--- src/rtl/clk_timer_pkg.sv ---
// Shared types and helpers for the multi-channel interval timer.
// Counter limits and a saturating increment used by every channel.
package clk_timer_pkg;

    typedef enum logic {
        ST_IDLE  = 1'b0,
        ST_COUNT = 1'b1
    } ch_state_e;

    localparam int CNT_W_MIN  = 4;
    localparam int CNT_W_MAX  = 32;
    localparam int NUM_CH_MAX = 16;

    // All-ones value for a counter of width w, computed wide so w == 32 works.
    function automatic logic [31:0] cnt_lim(input int w);
        cnt_lim = 32'((64'd1 << w) - 64'd1);
    endfunction

    function automatic logic [31:0] sat_inc(input logic [31:0] v, input logic [31:0] lim);
        sat_inc = (v >= lim) ? lim : v + 32'd1;
    endfunction

endpackage

--- src/rtl/clk_interval_timer_if.sv ---
// Control strobes and result bus of the interval timer.
// master drives start/stop/clear, slave is the timer itself.
interface clk_interval_timer_if #(
    parameter int NUM_CH = 2,
    parameter int CNT_W  = 8
);
    logic                      clear;
    logic [NUM_CH-1:0]         start;
    logic [NUM_CH-1:0]         stop;
    logic [NUM_CH-1:0]         busy;
    logic [NUM_CH*CNT_W-1:0]   result;
    logic [NUM_CH-1:0]         result_valid;
    logic [NUM_CH-1:0]         ovf;
    logic [NUM_CH*CNT_W-1:0]   max_result;

    modport master (
        output clear, start, stop,
        input  busy, result, result_valid, ovf, max_result
    );

    modport slave (
        input  clear, start, stop,
        output busy, result, result_valid, ovf, max_result
    );
endinterface

--- src/rtl/clk_timer_channel.sv ---
// One timer channel: edge detect, IDLE/COUNT FSM, saturating counter,
// last-result and running-maximum registers.
module clk_timer_channel
    import clk_timer_pkg::*;
#(
    parameter int CNT_W = 8
) (
    input  logic             clk,
    input  logic             reset_n,
    input  logic             clear,
    input  logic             start,
    input  logic             stop,
    output logic             busy,
    output logic [CNT_W-1:0] result,
    output logic             result_valid,
    output logic             ovf,
    output logic [CNT_W-1:0] max_result
);

    localparam logic [31:0]      LIM     = cnt_lim(CNT_W);
    localparam logic [CNT_W-1:0] CNT_MAX = CNT_W'(LIM);

    ch_state_e        state;
    logic [CNT_W-1:0] cnt;
    logic             start_q;
    logic             stop_q;
    logic             start_rise;
    logic             stop_rise;
    logic [CNT_W-1:0] cnt_next;

    assign start_rise = start & ~start_q;
    assign stop_rise  = stop & ~stop_q;
    assign cnt_next   = CNT_W'(sat_inc(32'(cnt), LIM));

    // Saturation is sticky in the counter value itself: once it hits CNT_MAX
    // it stays there, so "saturated" is simply cnt_next == CNT_MAX.
    always_ff @(posedge clk or negedge reset_n) begin
        if (!reset_n) begin
            state        <= ST_IDLE;
            cnt          <= '0;
            start_q      <= 1'b0;
            stop_q       <= 1'b0;
            busy         <= 1'b0;
            result       <= '0;
            result_valid <= 1'b0;
            ovf          <= 1'b0;
            max_result   <= '0;
        end else begin
            // Edge history keeps tracking through clear so release is glitch-free.
            start_q <= start;
            stop_q  <= stop;
            if (clear) begin
                state        <= ST_IDLE;
                cnt          <= '0;
                busy         <= 1'b0;
                result       <= '0;
                result_valid <= 1'b0;
                ovf          <= 1'b0;
                max_result   <= '0;
            end else begin
                result_valid <= 1'b0;
                case (state)
                    ST_IDLE: begin
                        if (start_rise) begin
                            state <= ST_COUNT;
                            cnt   <= '0;
                            busy  <= 1'b1;
                        end
                    end
                    ST_COUNT: begin
                        if (stop_rise) begin
                            state        <= ST_IDLE;
                            busy         <= 1'b0;
                            result       <= cnt_next;
                            ovf          <= (cnt_next == CNT_MAX);
                            result_valid <= 1'b1;
                            if (cnt_next > max_result)
                                max_result <= cnt_next;
                        end else begin
                            cnt <= cnt_next;
                        end
                    end
                endcase
            end
        end
    end

endmodule

--- src/rtl/clk_interval_timer.sv ---
// Multi-channel interval timer: NUM_CH independent channels packed onto
// the shared result buses, channel i at bits [i*CNT_W +: CNT_W].
module clk_interval_timer
    import clk_timer_pkg::*;
#(
    parameter int NUM_CH = 2,
    parameter int CNT_W  = 8
) (
    input logic                 clk,
    input logic                 reset_n,
    clk_interval_timer_if.slave tif
);

    logic [NUM_CH-1:0][CNT_W-1:0] res_a;
    logic [NUM_CH-1:0][CNT_W-1:0] max_a;
    logic [NUM_CH-1:0]            busy_a;
    logic [NUM_CH-1:0]            vld_a;
    logic [NUM_CH-1:0]            ovf_a;

    for (genvar i = 0; i < NUM_CH; i++) begin : g_ch
        clk_timer_channel #(
            .CNT_W(CNT_W)
        ) u_ch (
            .clk          (clk),
            .reset_n      (reset_n),
            .clear        (tif.clear),
            .start        (tif.start[i]),
            .stop         (tif.stop[i]),
            .busy         (busy_a[i]),
            .result       (res_a[i]),
            .result_valid (vld_a[i]),
            .ovf          (ovf_a[i]),
            .max_result   (max_a[i])
        );
    end

    assign tif.busy         = busy_a;
    assign tif.result       = res_a;
    assign tif.result_valid = vld_a;
    assign tif.ovf          = ovf_a;
    assign tif.max_result   = max_a;

endmodule

--- src/flat_wrapper.sv ---
// flat-port wrapper written by rule: the top's interface ports become plain ports
module clk_interval_timer_flat import clk_timer_pkg::*;
#(
    parameter int NUM_CH = 2,
    parameter int CNT_W  = 8
)
  (clk, reset_n, tif_clear, tif_start, tif_stop, tif_busy, tif_result, tif_result_valid, tif_ovf, tif_max_result);
  clk_interval_timer_if #(.NUM_CH(NUM_CH), .CNT_W(CNT_W)) tif_i ();
  input logic clk;
  input logic reset_n;
  input wire logic [$bits(tif_i.clear)-1:0] tif_clear;
  input wire logic [$bits(tif_i.start)-1:0] tif_start;
  input wire logic [$bits(tif_i.stop)-1:0] tif_stop;
  output wire logic [$bits(tif_i.busy)-1:0] tif_busy;
  output wire logic [$bits(tif_i.result)-1:0] tif_result;
  output wire logic [$bits(tif_i.result_valid)-1:0] tif_result_valid;
  output wire logic [$bits(tif_i.ovf)-1:0] tif_ovf;
  output wire logic [$bits(tif_i.max_result)-1:0] tif_max_result;
  assign tif_i.clear = tif_clear;
  assign tif_i.start = tif_start;
  assign tif_i.stop = tif_stop;
  assign tif_busy = tif_i.busy;
  assign tif_result = tif_i.result;
  assign tif_result_valid = tif_i.result_valid;
  assign tif_ovf = tif_i.ovf;
  assign tif_max_result = tif_i.max_result;
  clk_interval_timer #(.NUM_CH(NUM_CH), .CNT_W(CNT_W)) u_core (.clk(clk), .reset_n(reset_n), .tif(tif_i));
endmodule
--- config.mk ---
export PLATFORM = sky130hd
export DESIGN_NAME = clk_interval_timer_flat
export DESIGN_NICKNAME = d
export VERILOG_FILES = /design/src/rtl/clk_timer_pkg.sv /design/src/rtl/clk_interval_timer_if.sv /design/src/rtl/clk_timer_channel.sv /design/src/rtl/clk_interval_timer.sv /design/src/flat_wrapper.sv
export SDC_FILE = /design/constraint.sdc
export NUM_CORES = 1
export LEC_CHECK = 0
export ABC_AREA = 1
export BUFFER_PORTS_ARGS = -buffer_cell sky130_fd_sc_hd__buf_2
export CAP_MARGIN = 20
export CORE_MARGIN = 5
export CORE_UTILIZATION = 57
export DETAILED_ROUTE_END_ITERATION = 7
export GPL_ROUTABILITY_DRIVEN = 0
export HOLD_SLACK_MARGIN = 0.15
export PLACE_DENSITY = 0.89
export SETUP_SLACK_MARGIN = 0.05
export SYNTH_ARGS = -nofsm -noshare
export SYNTH_HDL_FRONTEND = slang
export SYNTH_HIERARCHICAL = 1
export SYNTH_SLANG_ARGS = --single-unit
--- constraint.sdc ---
create_clock -name clk -period 3.1 [get_ports clk]
set_input_delay 0.155 -clock clk [delete_from_list [all_inputs] [get_ports clk]]
set_output_delay 0.155 -clock clk [all_outputs]
set_load 0.02 [all_outputs]
==> metrics.txt, run 1 <==
outcome complete, no violations; largest cells by area after synthesis dfrtp_1 47%, nand2_1 12%, ha_1 7.0%; syn nets 429; Max Fanout on Critical Path 5; Tcrit/Tclk final 0.8369; combinational power share 0.070; Routed WL per cell 13.61 microns; Die Span Y 85.20 microns; CP startpoint kind register; final WL 7.322 mm; CTS Sinks 60; share of cells above drive strength 1 0.1910; Max Clk Rate 385.5 MHz; synthesis warning total 6; Worst R2R Setup Slack 0.51 ns; largest net degree at the start of global routing 45; first-pass GRT wire length 12.72 mm; Max clock buf depth 2; # setup viols final 0; synthesized area per cell 7.978 sq um; LEAKAGE 2.099 nW; Async SR Flop Fraction 1.000; sw frac 0.2378; site row count 27; core area 5507 sq um; flops & latches, synth 60; hold crit path type primary input to async pin; Global Route Usage Sum 0.2167; IO Count 45; Vias 2892; Fillers 425; Clk pwr share 0.435; vias in the first global route 2806; WHS 0.1539 ns; Syn Inst Count 404; Tot Pwr 1.620 mW; post-synth top area share 0.4658; CTS tree built; pre-CTS setup slack 0.5645 ns; Max-slew headroom 0.5070; CTS buffer count 9; Die W 85.20 microns; Final Skew 0.008019 ns; initial antenna violation count 0; Root Buffer clkbuf_8; DRT Pass-1 Iters 5; DP HPWL 5.388 mm; max-cap viol count 0; area grow syn2layout 17.04%; worst setup margin 0.5057 ns; Worst setup EP type register; Final #Nets 486; DRC 0; EDFF count, synth 0; register share of total power 0.494; Most used DFF post-synth dfrtp_1; worst r2r dst u_core/g_ch[0].u_ch/max_result[0]$_DFFE_PN0P_; most numerous cell in the Yosys netlist nand2_1; Worst Setup Path Type register to register; routed vias/inst 5.375; Critical Path AT 2.88 ns; worst-path cell with the longest stage delay dfrtp_1; Cell Int Power 1.235 mW; Skew-Pair Late Insertion Delay 0.34 ns; minimum clock period 2.594 ns; antenna cell count 0; power per cell area 429.4 nW/um^2; Unique masters post-synth 25; CTS clk-pin slew, worst paths 0.07 ns; Post-Syn Area 3223 sq um; Crit path required time 3.38 ns; H-Tree Depth 3; worst reg-to-reg path cell count 14; reg2reg start u_core/g_ch[0].u_ch/cnt[0]$_DFFE_PN0P_; most frequent cells after synthesis 104 x nand2_1, 60 x dfrtp_1, 58 x inv_1; die area 7258 sq um; CP Cell Sequence ha_1 > nand2_2 > nor2_4 > nand2_2 > nand2_1 > nor2_2 > inv_2 > ha_1 > nand2_1 > nor2_1 > nand2_1 > a21boi_0 > nand3_1 > nand2_1; DR iter-0 viols 268; peak supply drop 0.0003231 V; starting density of the core 0.5853; Port Buffers 44; Slew @ Worst Pin 0.7368 ns; unrepaired setup endpoints after global routing no; register area share after synthesis 0.4658; Synth area leader dfrtp_1; final-report max-slew violation count 0; cell mode on critical path nand2_1; final hold violation count 0; net switching power 385.3 uW; gr ovfl total 0; setup TNS 0 ns; Antenna Violating Nets Remaining 0; largest stage delay on the critical path 0.43 ns
[cell usage in the layout, fill, tap and decap left out, types with 5 or more instances in the layout]
| cell type | synthesis | layout |
|---|---|---|
| nand2_1 | 104 | 104 |
| dfrtp_1 | 60 | 60 |
| inv_1 | 58 | 58 |
| buf_2 | 4 | 44 |
| o21ai_0 | 36 | 36 |
| nor2_1 | 34 | 34 |
| nand3_1 | 28 | 28 |
| ha_1 | 18 | 18 |
| nand2_2 | 12 | 12 |
| clkbuf_8 | 2 | 11 |
| o22ai_1 | 8 | 8 |
| clkinv_2 | 2 | 6 |
| nand3_2 | 6 | 6 |
| a21oi_1 | 6 | 6 |
| dlygate4sd3_1 | 0 | 5 |
[final cells by class]
class	instances	area, sq um	share of cell area
Sequential cell	60	1501	0.3980
Clock inverter	5	50.05	0.01327
Multi-Input combinational cell	274	1431	0.3794
Clock buffer	11	151.4	0.04013
Timing Repair Buffer	52	305.3	0.08093
Inverter	64	242.7	0.06434
Tap cell	72	90.09	0.02388
[flip-flops by register name (all words and copies together), names as in the netlist]
register and cells:
u_core/g_ch.u_ch/cnt 16, u_core/g_ch.u_ch/max_result 16, u_core/g_ch.u_ch/result 16, u_core/g_ch.u_ch/busy 2, u_core/g_ch.u_ch/ovf 2, u_core/g_ch.u_ch/result_valid 2
u_core/g_ch.u_ch/start_q 2, u_core/g_ch.u_ch/state 2, u_core/g_ch.u_ch/stop_q 2
[layer usage]
| metal | wire length, microns | track usage |
|---|---|---|
| met4 | 81 | 0.08345 |
| met2 | 3425 | 0.3390 |
| met3 | 467 | 0.04757 |
| met1 | 3347 | 0.2947 |
| met5 | 0 | 0 |
[cell families after synthesis]
logic type	count (synthesis)	share of synthesized area
AO/OA/AOI/OAI	56	0.09317
flip-flops	60	0.4658
AND/OR/NAND/NOR	198	0.2756
buffers and inverters	70	0.09007
adder cells (fa/ha/maj)	18	0.06988
XOR/XNOR	2	0.005436
[worst max-delay path: cells and delay by family, from the launching register on]
kind | cells | cell delay (ns)
simple gates | 10 | 1.07
flops | 1 | 0.43
compound gates | 1 | 0.42
fa+ha+maj | 2 | 0.55
buf+inv | 1 | 0.07
[how the worst max path moves through the flow]
stage	slack, ns	startpoint	cells after the start	endpoint
detailed placement	0.56	u_core/g_ch[0].u_ch/cnt[0]$_DFFE_PN0P_	14	u_core/g_ch[0].u_ch/max_result[0]$_DFFE_PN0P_
floorplan	0.95	u_core/g_ch[0].u_ch/cnt[0]$_DFFE_PN0P_	14	u_core/g_ch[0].u_ch/max_result[0]$_DFFE_PN0P_
global route	0.27	u_core/g_ch[1].u_ch/cnt[0]$_DFFE_PN0P_	14	u_core/g_ch[1].u_ch/max_result[2]$_DFFE_PN0P_
finish	0.51	u_core/g_ch[0].u_ch/cnt[0]$_DFFE_PN0P_	14	u_core/g_ch[0].u_ch/max_result[0]$_DFFE_PN0P_
CTS	0.56	u_core/g_ch[0].u_ch/cnt[0]$_DFFE_PN0P_	14	u_core/g_ch[0].u_ch/max_result[0]$_DFFE_PN0P_
global placement	0.66	u_core/g_ch[0].u_ch/cnt[0]$_DFFE_PN0P_	14	u_core/g_ch[0].u_ch/max_result[0]$_DFFE_PN0P_
[repair_timing]
action / in CTS / in global routing
hold endpoints to repair: 47 / 0
setup buffers: 0 / 0
hold buffers: 5 / 0
gates resized for setup: 0 / 0
[power groups by stage]
stage / Combinational (mW) / Clock (mW) / Sequential, mW
detailed placement: 0.105 / 0 / 0.815
finish: 0.114 / 0.705 / 0.801
global placement: 0.102 / 0 / 0.814
floorplan: 0.0610 / 0 / 0.818
CTS: 0.110 / 0.715 / 0.801
global route: 0.130 / 0.753 / 0.801
[metrics by stage]
stage,utilization,std cells,cell area [sq um]
floorplan,-,404,3223
global placement,0.6358,516,3501
detailed placement,0.6358,516,3501
CTS,0.6814,537,3752
global route,0.6851,538,3772
finish,0.6851,538,3772
No activity file was read; power rests on OpenSTA's default activity.
==> run 2, diff against run 1 <==
- CORE_UTILIZATION: 57 -> 52
- PLACE_DENSITY: 0.89 -> 0.86
- clock period: 3.1 -> 2.3 ns (I/O delays scaled with it)
==> run 2 against run 1 <==
Net effect:
- the run now ends with negative setup slack left
- clock power increased by 32%
- non-clock buffer count rose by 31
- critical path type unchanged
- sequential share of layout area fell by 6.0 points
- via count is 18% higher
==> metrics.txt, run 2 (synthesized netlist as in run 1, its figures left out) <==
Port Buffers 44; DR iter-0 viols 431; final hold violation count 0; commonest non-fill, non-tap cells in the layout 79 x nand2_1, 59 x dfrtp_1, 53 x inv_1, 44 x buf_2, 34 x o21ai_0; Worst setup EP type register; Max clock buf depth 2; register area 1503 sq um; Multi-input gate area 1859 sq um; H-Tree Depth 3; Die Span Y 88.73 microns; site row count 28; Root Buffer clkbuf_8; Max Clk Rate 415.8 MHz; Die W 88.73 microns; CTS clk-pin slew, worst paths 0.06 ns; final-report max-slew violation count 0; Final Skew 0.01466 ns; Critical Path AT 2.68 ns; final WL 10.83 mm; worst setup margin -0.1050 ns; power per cell area 505.1 nW/um^2; Tot Pwr 2.243 mW; Final #Nets 519; Final Util 0.7412; share of cells above drive strength 1 0.3635; WHS 0.2793 ns; core area 5991 sq um; gr ovfl total 0; DRC 0; largest net degree at the start of global routing 36; IO Count 45; Worst Setup Path Type register to register; max-cap viol count 0; pre-CTS setup slack -0.002464 ns; DP HPWL 5.874 mm; commonest non-fill, non-tap cell in the layout nand2_1; initial antenna violation count 0; first-pass GRT wire length 14.26 mm; antenna cell count 0; Crit path required time 2.57 ns; Global Route Usage Sum 0.2403; Fillers 344; Slew @ Worst Pin 0.7140 ns; CTS tree built; Max-slew headroom 0.5203; Max Fanout on Critical Path 4; LEAKAGE 2.285 nW; CP startpoint kind register; hold crit path type primary input to register; Antenna Violating Nets Remaining 0; outcome finished with violations; vias in the first global route 2980; Skew-Pair Late Insertion Delay 0.35 ns; largest registers u_core/g_ch.u_ch/cnt x16, u_core/g_ch.u_ch/max_result x16, u_core/g_ch.u_ch/result x16; # setup viols final 16; Tcrit/Tclk final 1.046; die area 7873 sq um; minimum clock period 2.405 ns; CTS buffer count 9; area grow syn2layout 37.77%; failing checks negative setup slack; peak supply drop 0.0004122 V; starting density of the core 0.5380; Routed WL per cell 18.90 microns; routed vias/inst 5.972; CTS Sinks 60; DRT Pass-1 Iters 6; Vias 3422; unrepaired setup endpoints after global routing yes
[run 2: path summary, 6_finish.rpt]
kind / endpoint / slack (ns) / from / cells past startpoint
max: u_core/g_ch[1].u_ch/max_result[3]$_DFFE_PN0P_ / -0.11 / u_core/g_ch[1].u_ch/cnt[0]$_DFFE_PN0P_ / 15
min: u_core/g_ch[1].u_ch/max_result[6]$_DFFE_PN0P_ / 0.28 / tif_clear / 4
max reg2reg: u_core/g_ch[1].u_ch/max_result[3]$_DFFE_PN0P_ / -0.11 / u_core/g_ch[1].u_ch/cnt[0]$_DFFE_PN0P_ / 15
min reg2reg: u_core/g_ch[1].u_ch/result[2]$_DFFE_PN0P_ / 0.48 / u_core/g_ch[1].u_ch/result[2]$_DFFE_PN0P_ / 2
max in group asynchronous: u_core/g_ch[0].u_ch/cnt[3]$_DFFE_PN0P_ / 1.38 / reset_n / 3
min in group asynchronous: u_core/g_ch[1].u_ch/result[2]$_DFFE_PN0P_ / 0.32 / reset_n / 2
[run 2: stage by stage]
step | area, sq um | setup TNS (ns) | instances
2_1_floorplan | 3223 | 0 | 404
3_3_place_gp | 3667 | 0 | 539
3_5_place_dp | 3667 | -0.002464 | 539
4_1_cts | 3999 | 0 | 564
5_1_grt | 4441 | -2.471 | 573
6_report | 4441 | -0.9349 | 573
[run 2: repair_timing]
action,4_1_cts,5_1_grt
resized for setup,16,79
pin swaps,6,36
hold buffers,5,0
setup endpoints to repair,14,16
buffers inserted,4,8
cloned,1,1
endpoints found under the hold margin,31,0
[run 2: layer usage]
layer	track usage	vias up	routed length [microns]
li1	-	1471	-
met1	0.3361	1661	4218
met2	0.3610	247	5211
met3	0.05773	43	1068
met4	0.09478	0	331
met5	0	-	0
[run 2: where the power goes]
part / internal (mW) / total, mW / switching, mW
clock network: 0.524 / 0.933 / 0.409
registers: 1.07 / 1.08 / 0.00954
logic: 0.0797 / 0.231 / 0.152
[run 2: area by class of cell]
class	instances	area share
Clock inverter	2	0.007890
Tap cell	75	0.02113
Sequential cell	60	0.3384
Clock buffer	13	0.03353
Inverter	64	0.05495
Timing Repair Buffer	83	0.1254
Multi-Input combinational cell	276	0.4187
[run 2: worst max-delay path, cell delays in order, from the launching register on]
cell and delay (ns):
dfrtp_1 0.36, buf_4 0.15, nand3_2 0.13, nor3_1 0.44
nor2_4 0.09, inv_2 0.10, ha_4 0.14, nand2_2 0.08
nor2_4 0.13, buf_6 0.11, nand2_4 0.05, buf_6 0.11
a21boi_2 0.14, buf_6 0.14, nand3_2 0.07, nand2_1 0.09
